`config.mk`:
```
export PLATFORM = sky130hd
export DESIGN_NAME = framebuffer_write_burst
export DESIGN_NICKNAME = d
export VERILOG_FILES = /design/src/rtl/fb_pkg.sv /design/src/rtl/fb_pixel_fifo.sv /design/src/rtl/framebuffer_write_burst.sv
export SDC_FILE = /design/constraint.sdc
export NUM_CORES = 1
export LEC_CHECK = 0
export BUFFER_PORTS_ARGS = -buffer_cell sky130_fd_sc_hd__buf_2
export CORE_UTILIZATION = 44
export DETAILED_ROUTE_END_ITERATION = 10
export PLACE_DENSITY_LB_ADDON = 0.3
export SYNTH_ARGS = -nofsm -noshare
export SYNTH_HDL_FRONTEND = slang
export SYNTH_SLANG_ARGS = --single-unit
```
`constraint.sdc`:
```
create_clock -name clock -period 6.32 [get_ports clock]
set_clock_uncertainty 0.1 [all_clocks]
set_input_delay 0.632 -clock clock [delete_from_list [all_inputs] [get_ports clock]]
set_output_delay 0.632 -clock clock [all_outputs]
set_load 0.005 [all_outputs]
```
`src/rtl/fb_pkg.sv`:
```
// Shared framebuffer definitions: buffer bases, byte lanes, writer FSM states, pixel word fields.
// Latency: none (types, constants and pure functions only).
// Backpressure: not applicable.
package fb_pkg;

  localparam logic [28:0] FB0_BASE_DEFAULT = 29'h0700_0000;
  localparam logic [28:0] FB1_BASE_DEFAULT = 29'h0702_5800;

  // Byte lanes of a 64-bit word holding two 32-bit pixels: even x low, odd x high.
  localparam logic [7:0] BE_EVEN = 8'h0F;
  localparam logic [7:0] BE_ODD  = 8'hF0;
  localparam logic [7:0] BE_FULL = 8'hFF;

  typedef enum logic [3:0] {
    ST_IDLE    = 4'd0,
    ST_COLLECT = 4'd1,
    ST_PIX_WR  = 4'd2,
    ST_FILL_WR = 4'd3
  } fb_state_e;

  typedef struct packed {
    logic [15:0] x;
    logic [15:0] y;
    logic [31:0] colour;
  } pixel_t;

  function automatic logic [15:0] pix_x(input logic [63:0] d);
    return d[63:48];
  endfunction

  function automatic logic [15:0] pix_y(input logic [63:0] d);
    return d[47:32];
  endfunction

  function automatic logic [31:0] pix_colour(input logic [63:0] d);
    return d[31:0];
  endfunction

  // Word offset of a pixel inside a buffer; two pixels share one 64-bit word.
  function automatic logic [31:0] pix_word_offset(input logic [15:0] x, input logic [15:0] y,
                                                  input int unsigned width);
    logic [31:0] lin;
    lin = 32'(y) * width + 32'(x);
    return lin >> 1;
  endfunction

endpackage

```
`src/rtl/fb_pixel_fifo.sv`:
```
// Single-clock show-ahead FIFO: head shows the oldest entry whenever empty is low.
// Latency: a push is visible at head the cycle after the push edge.
// Backpressure: push ignored while full, pop ignored while empty.
module fb_pixel_fifo #(
  parameter int unsigned DEPTH = 16,
  parameter int unsigned WIDTH = 64
) (
  input  logic             clock,
  input  logic             reset_n,
  input  logic             push,
  input  logic [WIDTH-1:0] push_data,
  input  logic             pop,
  output logic             full,
  output logic             empty,
  output logic [WIDTH-1:0] head
);

  localparam int unsigned AW = $clog2(DEPTH);

  logic [WIDTH-1:0] mem [DEPTH];
  logic [AW:0]      wr_ptr_q, wr_ptr_d;
  logic [AW:0]      rd_ptr_q, rd_ptr_d;
  logic             do_push, do_pop;

  // Flags, guarded handshakes and next pointers; extra pointer bit separates full from empty.
  always_comb begin
    empty    = (wr_ptr_q == rd_ptr_q);
    full     = (wr_ptr_q[AW] != rd_ptr_q[AW]) && (wr_ptr_q[AW-1:0] == rd_ptr_q[AW-1:0]);
    do_push  = push && !full;
    do_pop   = pop && !empty;
    wr_ptr_d = wr_ptr_q + (AW+1)'(do_push);
    rd_ptr_d = rd_ptr_q + (AW+1)'(do_pop);
    head     = mem[rd_ptr_q[AW-1:0]];
  end

  // Pointer registers; reset empties the FIFO.
  always_ff @(posedge clock or negedge reset_n) begin
    if (!reset_n) begin
      wr_ptr_q <= '0;
      rd_ptr_q <= '0;
    end else begin
      wr_ptr_q <= wr_ptr_d;
      rd_ptr_q <= rd_ptr_d;
    end
  end

  // Storage array, written only on an accepted push.
  always_ff @(posedge clock) begin
    if (do_push) mem[wr_ptr_q[AW-1:0]] <= push_data;
  end

endmodule

```
`src/rtl/framebuffer_write_burst.sv`:
```
// Pixel writer to the DDR3 framebuffer: clips, merges even/odd pairs, and burst-fills a buffer.
// Latency: write asserted 1-2 cycles after a pixel is popped from the FIFO; fill starts next cycle.
// Backpressure: pixel_ready low when FIFO full or fill busy; all Avalon outputs held under waitrequest.
module framebuffer_write_burst
  import fb_pkg::*;
#(
  parameter int unsigned       FB_WIDTH   = 640,
  parameter int unsigned       FB_HEIGHT  = 480,
  parameter int unsigned       ADDR_W     = 29,
  parameter logic [ADDR_W-1:0] FB0_BASE   = ADDR_W'(FB0_BASE_DEFAULT),
  parameter logic [ADDR_W-1:0] FB1_BASE   = ADDR_W'(FB1_BASE_DEFAULT),
  parameter int unsigned       MAX_BURST  = 8,
  parameter int unsigned       FIFO_DEPTH = 16
) (
  input  logic              clock,
  input  logic              reset_n,
  output logic [ADDR_W-1:0] address,
  output logic [7:0]        burstcount,
  output logic [7:0]        byteenable,
  output logic [63:0]       writedata,
  output logic              write,
  input  logic              waitrequest,
  input  logic              buffer,
  input  logic              fill_background,
  input  logic [31:0]       background_colour,
  input  logic [63:0]       pixel_data,
  input  logic              pixel_valid,
  output logic              pixel_ready,
  output logic              fill_busy,
  output logic [15:0]       drop_count,
  output logic [3:0]        state
);

  localparam int unsigned TOTAL_WORDS = FB_WIDTH * FB_HEIGHT / 2;
  localparam logic [7:0]  FIRST_BURST = 8'((TOTAL_WORDS >= MAX_BURST) ? MAX_BURST : TOTAL_WORDS);
  localparam logic [31:0] FIRST_LEFT  = 32'(TOTAL_WORDS) - 32'(FIRST_BURST);

  fb_state_e         state_q, state_d;
  logic [ADDR_W-1:0] address_q, address_d;
  logic [7:0]        burstcount_q, burstcount_d;
  logic [7:0]        byteenable_q, byteenable_d;
  logic [63:0]       writedata_q, writedata_d;
  logic              write_q, write_d;
  logic              fill_busy_q, fill_busy_d;
  logic              fill_req_q, fill_req_d;
  logic [15:0]       drop_count_q, drop_count_d;
  logic [15:0]       held_x_q, held_x_d;
  logic [15:0]       held_y_q, held_y_d;
  logic [7:0]        beats_left_q, beats_left_d;
  logic [31:0]       words_left_q, words_left_d;

  logic              fifo_push, fifo_pop, fifo_full, fifo_empty;
  logic [63:0]       fifo_head;
  pixel_t            head_pix;
  logic              push_acc, in_frame, merge_ok;
  logic [ADDR_W-1:0] base_sel, head_addr;
  logic [7:0]        next_burst;

  assign pixel_ready = !fifo_full && !fill_busy_q;
  assign head_pix    = pixel_t'(fifo_head);
  assign base_sel    = buffer ? FB1_BASE : FB0_BASE;
  assign head_addr   = base_sel + ADDR_W'(pix_word_offset(head_pix.x, head_pix.y, FB_WIDTH));
  assign next_burst  = (words_left_q >= 32'(MAX_BURST)) ? 8'(MAX_BURST) : words_left_q[7:0];
  // FB_WIDTH is even, so x+1 of an even x always lands in the same word.
  assign merge_ok    = !fifo_empty && (head_pix.x == held_x_q + 16'd1) && (head_pix.y == held_y_q);

  fb_pixel_fifo #(
    .DEPTH (FIFO_DEPTH),
    .WIDTH (64)
  ) u_fifo (
    .clock     (clock),
    .reset_n   (reset_n),
    .push      (fifo_push),
    .push_data (pixel_data),
    .pop       (fifo_pop),
    .full      (fifo_full),
    .empty     (fifo_empty),
    .head      (fifo_head)
  );

  // Clip at push: out-of-frame pixels never enter the FIFO and bump the saturating drop counter.
  always_comb begin
    push_acc     = pixel_valid && pixel_ready;
    in_frame     = (32'(pix_x(pixel_data)) < FB_WIDTH) && (32'(pix_y(pixel_data)) < FB_HEIGHT);
    fifo_push    = push_acc && in_frame;
    drop_count_d = drop_count_q;
    if (push_acc && !in_frame && (drop_count_q != 16'hFFFF)) drop_count_d = drop_count_q + 16'd1;
  end

  // Writer FSM next state; Avalon outputs are computed here and registered below.
  always_comb begin
    state_d      = state_q;
    address_d    = address_q;
    burstcount_d = burstcount_q;
    byteenable_d = byteenable_q;
    writedata_d  = writedata_q;
    write_d      = write_q;
    fill_busy_d  = fill_busy_q;
    held_x_d     = held_x_q;
    held_y_d     = held_y_q;
    beats_left_d = beats_left_q;
    words_left_d = words_left_q;
    fifo_pop     = 1'b0;
    // A fill request arriving mid pixel write is remembered until the FSM is back in IDLE.
    fill_req_d   = fill_req_q || (fill_background && !fill_busy_q);

    case (state_q)
      ST_IDLE: begin
        if (fill_req_d) begin
          fill_req_d   = 1'b0;
          address_d    = base_sel;
          burstcount_d = FIRST_BURST;
          beats_left_d = FIRST_BURST;
          words_left_d = FIRST_LEFT;
          byteenable_d = BE_FULL;
          writedata_d  = {background_colour, background_colour};
          write_d      = 1'b1;
          fill_busy_d  = 1'b1;
          state_d      = ST_FILL_WR;
        end else if (!fifo_empty) begin
          fifo_pop     = 1'b1;
          address_d    = head_addr;
          burstcount_d = 8'd1;
          if (head_pix.x[0]) begin
            byteenable_d = BE_ODD;
            writedata_d  = {head_pix.colour, 32'h0};
            write_d      = 1'b1;
            state_d      = ST_PIX_WR;
          end else begin
            byteenable_d = BE_EVEN;
            writedata_d  = {32'h0, head_pix.colour};
            held_x_d     = head_pix.x;
            held_y_d     = head_pix.y;
            state_d      = ST_COLLECT;
          end
        end
      end

      ST_COLLECT: begin
        if (merge_ok) begin
          fifo_pop            = 1'b1;
          byteenable_d        = BE_FULL;
          writedata_d[63:32]  = head_pix.colour;
        end
        write_d = 1'b1;
        state_d = ST_PIX_WR;
      end

      ST_PIX_WR: begin
        if (!waitrequest) begin
          write_d = 1'b0;
          state_d = ST_IDLE;
        end
      end

      ST_FILL_WR: begin
        if (!waitrequest) begin
          if (beats_left_q == 8'd1) begin
            if (words_left_q == 32'd0) begin
              write_d      = 1'b0;
              fill_busy_d  = 1'b0;
              burstcount_d = 8'd1;
              state_d      = ST_IDLE;
            end else begin
              // Next burst starts right after the one just completed; write stays high.
              address_d    = address_q + ADDR_W'(burstcount_q);
              burstcount_d = next_burst;
              beats_left_d = next_burst;
              words_left_d = words_left_q - 32'(next_burst);
            end
          end else begin
            beats_left_d = beats_left_q - 8'd1;
          end
        end
      end

      default: begin
        write_d     = 1'b0;
        fill_busy_d = 1'b0;
        state_d     = ST_IDLE;
      end
    endcase
  end

  // All state and registered outputs; reset aborts any transaction immediately.
  always_ff @(posedge clock or negedge reset_n) begin
    if (!reset_n) begin
      state_q      <= ST_IDLE;
      address_q    <= '0;
      burstcount_q <= 8'd1;
      byteenable_q <= 8'h00;
      writedata_q  <= 64'h0;
      write_q      <= 1'b0;
      fill_busy_q  <= 1'b0;
      fill_req_q   <= 1'b0;
      drop_count_q <= 16'h0;
      held_x_q     <= 16'h0;
      held_y_q     <= 16'h0;
      beats_left_q <= 8'd0;
      words_left_q <= 32'd0;
    end else begin
      state_q      <= state_d;
      address_q    <= address_d;
      burstcount_q <= burstcount_d;
      byteenable_q <= byteenable_d;
      writedata_q  <= writedata_d;
      write_q      <= write_d;
      fill_busy_q  <= fill_busy_d;
      fill_req_q   <= fill_req_d;
      drop_count_q <= drop_count_d;
      held_x_q     <= held_x_d;
      held_y_q     <= held_y_d;
      beats_left_q <= beats_left_d;
      words_left_q <= words_left_d;
    end
  end

  assign address    = address_q;
  assign burstcount = burstcount_q;
  assign byteenable = byteenable_q;
  assign writedata  = writedata_q;
  assign write      = write_q;
  assign fill_busy  = fill_busy_q;
  assign drop_count = drop_count_q;
  assign state      = state_q;

endmodule

```
==> results.toml, run 1 <==
[outcome]
status = "finished, final reports clean"

[cells_and_area]
final_nets = 3388
multi_input_area_um2 = 15040
final.fill_count = 9346
final_core_util_pct = 51.42
area_growth_pct = 15.92
drive_gt1_share_pct = 28.60
stdcell_count = 4860
ff_latch_area_um2 = 35900

[sta]
setup_viol = 0
timing.slew.headroom_pct = 24.64
period_share_pct = 94.89
fin_crit_ns = 5.997
slew_violations = 0
max_freq_mhz = 166.8
hold_viol = 0
worstMarginPinSlew_ns = 1.126

[worst_setup_path]
cp-end-kind = "register"
path_max_fanout = 6
critPathKind = "register to register"
cp-start-kind = "register"
cp.arrival_ns = 6.46
rrSetupSlack_ns = 0.32
worstPathRequired_ns = 6.78

[yosys]
synth_top_area_share_pct = 59.74
ys_seq_area_share_pct = 69.70
synthTopCellsByCount = "edfxtp_1 (1,024), mux4_2 (289), dfrtp_1 (204)"
yosysMostFrequentCell = "edfxtp_1"
ys_types = 83
synth_edf_count = 1024
async_flop_share_pct = 16.68
netlist_instances = 2886
synth_top_cell_by_area = "edfxtp_1"
yosysWarnings = 0
synth_area_leaders = "edfxtp_1 (60%), mux4_2 (13%), dfrtp_1 (9.9%)"
synthFlopType = "edfxtp_1"
syn-cell-area_um2 = 51480
ys_seq_elements = 1229
syn_avg_cell_area_um2 = 17.84

[route]
dr.pass1.iters = 5
drc = 0
ant_nets = 0
routed_wl_mm = 123.3
drtIter0Drc = 2463
wire_per_inst_um = 25.37
vias = 27780
viasPerCell = 5.717

[clock_tree]
cts_tree = "yes"
cts_buffers = 121
clkTransAtPathRegs_ns = 0.06
clkSinkCount = 1229
root_buffer = "clkbuf_16"
clkLatencyLatePin_ns = 0.74
htree_levels = 3
clk_path_buf_depth = 3

[min_path]
hold_class = "input port to register"

[die]
num_io_pins = 234
start_util_pct = 44.36
rows = 125
die-area_um2 = 118400
die_x_um = 344.0
die_h_um = 344.0
core_um2 = 116000

[placed_design]
dp_cells = 4606
routabilityCongestion = 0.8726
port_buffers = 231
hpwl_mm = 73.01

[global_routing]
met3_usage_pct = 4.095
grt.met1_usage_pct = 29.74
antenna_found_initial = 24
grt_pass1_vias = 27670
busiest_layer = "met2"
use_met2_pct = 33.17
grt_pass1_wl_mm = 181.9
grt_remaining_overflow = 0
grt_max_degree = 83
gr-usage-all-layers_pct = 20.88

[flow_run]
timing.max_cap.violations = 0

[power_and_ir_drop]
p_leak_nw = 20.49
vdd_ir_drop_max_mv = 0.6115
power.density_nw_per_um2 = 506.3
-- cell usage in the layout, fill, tap and decap left out, types with 14 or more instances in the layout --
master     instances
a211oi_1          17
a21boi_0          38
a21o_1            15
a21oi_1           67
buf_12            28
buf_2            230
buf_4             84
bufinv_16         16
clkbuf_1          24
clkbuf_16        125
clkinv_1          22
clkinv_2          18
dfrtp_1          200
edfxtp_1        1024
ha_1              57
inv_1             43
mux2_2            37
mux2_4            28
mux2i_1           64
mux4_2           289
nand2_1          178
nand3_1           29
nand4_1           17
nor2_1            83
nor3_1            34
o21ai_0          126
o31ai_1           14
or3_1             15
xnor2_1           59
xor2_1            43
-- power breakdown --
| group | leakage [nW] | internal, W | total, W | switching, W |
|---|---|---|---|---|
| logic | 6.70 | 0.00599 | 0.0132 | 0.00716 |
| registers | 11.8 | 0.00926 | 0.00965 | 0.000398 |
| clock network | 2.00 | 0.00430 | 0.00741 | 0.00310 |
-- cells by family (layout without fill, tap and decap cells) --
group,after synthesis,count (layout),share of synthesized area [%]
flops,1229,1229,69.70
simple gates,470,470,4.344
mux,428,428,15.71
compound gates,404,404,5.100
buf+inv,185,622,1.721
xor+xnor,103,103,1.753
fa+ha+maj,66,66,1.663
other cells,1,14,0.007285
-- through the flow --
step	TNS [ns]	hold WS (ns)	power, W	setup slack, ns	area, µm²
after CTS	0	0.1276	0.03003	0.002237	59330
after floorplan	0	0.2364	0.01876	0.2256	51500
after detailed placement	-0.08604	0.3656	0.02253	-0.07014	55170
after global routing	-0.02006	0.1442	0.03199	-0.02006	59640
final	0	0.1687	0.03021	0.3231	59670
after global placement	0	0.3603	0.02243	0.02268	55170
-- state kept, by name, indices dropped and copies added, names as in the netlist, 5 cells and up --
name             flops
u_fifo.mem        1024
writedata           64
words_left_q        32
address             29
drop_count          16
held_y_q            16
held_x_q            15
beats_left_q         8
burstcount           8
u_fifo.rd_ptr_q      5
u_fifo.wr_ptr_q      5
-- area by class of cell --
cell class / instances / share of cell area [%]
Antenna cell: 11 / 0.04613
Clock buffer: 154 / 5.452
Clock inverter: 74 / 1.466
Inverter: 44 / 0.2768
Multi-Input combinational cell: 1474 / 25.20
Sequential cell: 1229 / 60.16
Tap cell: 1524 / 3.196
Timing Repair Buffer: 350 / 4.204
-- final timing paths --
path	from	to	cells after the start
setup reg to reg	u_fifo.rd_ptr_q[0]$_DFF_PN0_	address[27]$_DFFE_PN0P_	25
setup / recovery	u_fifo.rd_ptr_q[0]$_DFF_PN0_	address[27]$_DFFE_PN0P_	25
max in group asynchronous	reset_n	u_fifo.rd_ptr_q[3]$_DFF_PN0_	3
hold / removal	pixel_data[32]	u_fifo.mem[8][32]$_DFFE_PP_	1
hold reg to reg	writedata[1]$_DFFE_PN0P_	writedata[1]$_DFFE_PN0P_	2
min in group asynchronous	reset_n	beats_left_q[6]$_DFFE_PN0P_	2
-- worst max-delay path, cell delays in order (launching register included) --
cell      delay (ns)
dfrtp_4         0.47
buf_4           0.19
mux4_2          0.52
a211oi_2        0.25
a21oi_2         0.12
ha_1            0.34
ha_2            0.19
inv_1           0.05
fa_1            0.41
nor2b_2         0.17
o21a_1          0.13
nor2_1          0.04
xnor2_1         0.12
ha_1            0.29
o211ai_1        0.10
nor2_1          0.08
a221o_1         0.31
and2_4          0.16
a21oi_1         0.16
a211oi_2        0.07
xnor2_1         0.16
ha_1            0.37
or2_2           0.32
o211a_1         0.18
nand4_1         0.14
or3b_2          0.45
-- layer usage --
layer / up-vias / wire length [µm]
li1: 12280 / -
met1: 14370 / 53740
met2: 937 / 58050
met3: 193 / 8509
met4: 12 / 2937
met5: - / 70
-- repair_timing --
action                                  in CTS  in global routing
pin swaps                                    0                  2
gates cloned                                 0                  3
resized for setup                            3                 31
setup buffers                                0                 11
endpoints found under the setup margin       3                 11
hold endpoints to repair                    79                  0
hold buffers                                 1                  0
Power figures use the tool's default switching activity.
==> run 2: changes to the inputs <==
--- a/config.mk
+++ b/config.mk
@@ -6,7 +6,7 @@
 export NUM_CORES = 1
 export LEC_CHECK = 0
 export BUFFER_PORTS_ARGS = -buffer_cell sky130_fd_sc_hd__buf_2
-export CORE_UTILIZATION = 44
+export CORE_UTILIZATION = 35
 export DETAILED_ROUTE_END_ITERATION = 10
 export PLACE_DENSITY_LB_ADDON = 0.3
 export SYNTH_ARGS = -nofsm -noshare
==> run 2 against run 1 <==
  * Sequential power is essentially flat
  * Critical path depth shrank 2
  * Wire length grew 3.8%
  * Combinational power shrank 4%
  * Cell area grew 0.84%
  * First-iteration DRC count shrank 15%
  * Via count shrank 0.41%
  * Sequential share of layout area shrank 0.50 points
  * Critical endpoint unchanged
  * Flip-flop and latch count is the same
  * Highest routed layer unchanged
  * Largest cell class unchanged
==> results.toml, run 2 (synthesis results as in run 1) <==
[sta]
postLayoutSetupSlackWorst_ns = 0.3711
hold_viol = 0
rsz0062_at_grt = "false"
worstMarginPinSlew_ns = 1.118
setup_viol = 0
max_freq_mhz = 168.1
slew_violations = 0
period_share_pct = 94.13
timing.slew.headroom_pct = 25.45
tns_ns = 0
fin_crit_ns = 5.949

[worst_setup_path]
rrSetupSlack_ns = 0.37
worstPathRequired_ns = 6.85
rr_worst_depth = 23
reg2reg_from = "u_fifo.rd_ptr_q[0]$_DFF_PN0_"
cp-start-kind = "register"
critPathKind = "register to register"
cp.arrival_ns = 6.47
path_max_fanout = 9
cp-end-kind = "register"
timing.rr.end = "address[27]$_DFFE_PN0P_"

[die]
num_io_pins = 234
core_um2 = 145700
start_util_pct = 35.32
die_h_um = 385.5
rows = 140
die_x_um = 385.5
die-area_um2 = 148600

[placed_design]
hpwl_mm = 76.95
routabilityCongestion = 0.7996
dpl_cell_area_um2 = 55620
post-place-ws_ns = -0.01432
port_buffers = 231

[route]
ant_nets = 0
wl_met1_mm = 57.53
dr_wl_met3_mm = 7.908
wire_per_inst_um = 24.33
drc = 0
routed_wl_mm = 128.0
top_layer_used = "met5"
dr_wl_met2_mm = 60.16
drtIter0Drc = 2082
viasPerCell = 5.260
dr.pass1.iters = 5
vias = 27670

[global_routing]
antenna_found_initial = 30
grt_remaining_overflow = 0
grt_pass1_wl_mm = 188.5
grt_pass1_vias = 27750
gr-usage-all-layers_pct = 17.25
grt_max_degree = 127

[cells_and_area]
final_common_cell = "edfxtp_1"
final_cell_mix = "edfxtp_1 (1,024), mux4_2 (289), buf_2 (230)"
final_core_util_pct = 41.29
largest_register_ffs = 1024
final.fill_count = 13040
final_nets = 3391
design_area_um2 = 60170
area_growth_pct = 16.89
drive_gt1_share_pct = 28.25

[power_and_ir_drop]
vdd_ir_drop_max_mv = 0.6321
power.total_w = 0.03022
power.density_nw_per_um2 = 502.3
p_leak_nw = 20.56

[min_path]
hold_path_depth = 1
hold_class = "input port to register"
holdPathEnd = "u_fifo.mem[9][3]$_DFFE_PP_"
hp-start = "pixel_data[3]"

[clock_tree]
root_buffer = "clkbuf_16"
htree_levels = 4
clkSinkCount = 1229
cts_buffers = 133
clk_path_buf_depth = 3
clkLatencyLatePin_ns = 0.76
cts_tree = "yes"
clkTransAtPathRegs_ns = 0.07

[outcome]
status = "finished, final reports clean"

[flow_run]
timing.max_cap.violations = 0
## run 2: changes by cell type in the layout (fill, tap and decap cells not counted), moves of 3 or more
cell / change
buf_12: -3
buf_4: -4
bufinv_16: -5
clkbuf_1: +4
clkbuf_16: +13
clkbuf_8: -5
clkinv_2: +7
ha_1: +4
ha_2: -3
mux2i_1: +7
mux2i_2: -3
mux2i_4: -4
## run 2: report_power, final
| group | internal [W] | switching [W] | leakage, nW |
|---|---|---|---|
| combinational | 0.00584 | 0.00690 | 6.61 |
| clock | 0.00454 | 0.00328 | 2.15 |
| sequential | 0.00926 | 0.000408 | 11.8 |
## run 2: critical path: stages, from the launching register on
cell	delay (ns)
dfrtp_4	0.52
buf_12	0.16
buf_6	0.17
mux4_2	0.51
mux2i_1	0.14
mux2i_1	0.17
ha_1	0.34
ha_1	0.39
o211a_1	0.22
a21o_1	0.16
xor2_1	0.22
ha_1	0.28
o211ai_1	0.09
nor2_1	0.08
a221o_1	0.31
and2_4	0.16
a21oi_1	0.16
a211oi_2	0.07
xnor2_1	0.15
ha_1	0.34
or2_2	0.32
o211a_1	0.18
nand4_1	0.13
or3b_2	0.44
## run 2: area by class of cell
class / count / area [µm²] / area share [%]
clock buffers: 169 / 3600 / 5.983
well taps: 1917 / 2399 / 3.986
inverters: 44 / 165.2 / 0.2745
repair buffers: 341 / 2338 / 3.886
multi-input cells: 1474 / 14930 / 24.82
clock inverters: 77 / 817.0 / 1.358
flip-flops and latches: 1229 / 35900 / 59.66
diodes: 9 / 22.52 / 0.03743
## run 2: routing by layer
layer | up-vias | track usage [%]
li1 | 12270 | -
met1 | 14410 | 24.26
met2 | 776 | 27.15
met3 | 187 | 3.822
met4 | 26 | 4.216
met5 | - | 0
## run 2: how the worst max path moves through the flow
stage,to,start
floorplan,address[27]$_DFFE_PN0P_,u_fifo.rd_ptr_q[0]$_DFF_PN0_
global placement,address[20]$_DFFE_PN0P_,u_fifo.rd_ptr_q[0]$_DFF_PN0_
detailed placement,address[20]$_DFFE_PN0P_,u_fifo.rd_ptr_q[0]$_DFF_PN0_
CTS,address[20]$_DFFE_PN0P_,u_fifo.rd_ptr_q[0]$_DFF_PN0_
global route,address[25]$_DFFE_PN0P_,u_fifo.rd_ptr_q[0]$_DFF_PN0_
finish,address[27]$_DFFE_PN0P_,u_fifo.rd_ptr_q[0]$_DFF_PN0_
## run 2: what timing repair did
item | CTS | global route
hold buffers | 1 | 0
endpoints found under the setup margin | 1 | 11
endpoints found under the hold margin | 79 | 0
pin swaps | 0 | 1
buffers inserted | 0 | 3
resized for setup | 1 | 17
## run 2: metrics by stage
| stage | std cells | hold slack (ns) |
|---|---|---|
| after detailed placement | 5001 | 0.3679 |
| final | 5260 | 0.1479 |
| after global routing | 5251 | 0.1220 |
| after floorplan | 2888 | 0.2364 |
| after CTS | 5248 | 0.08459 |
| after global placement | 5001 | 0.3602 |
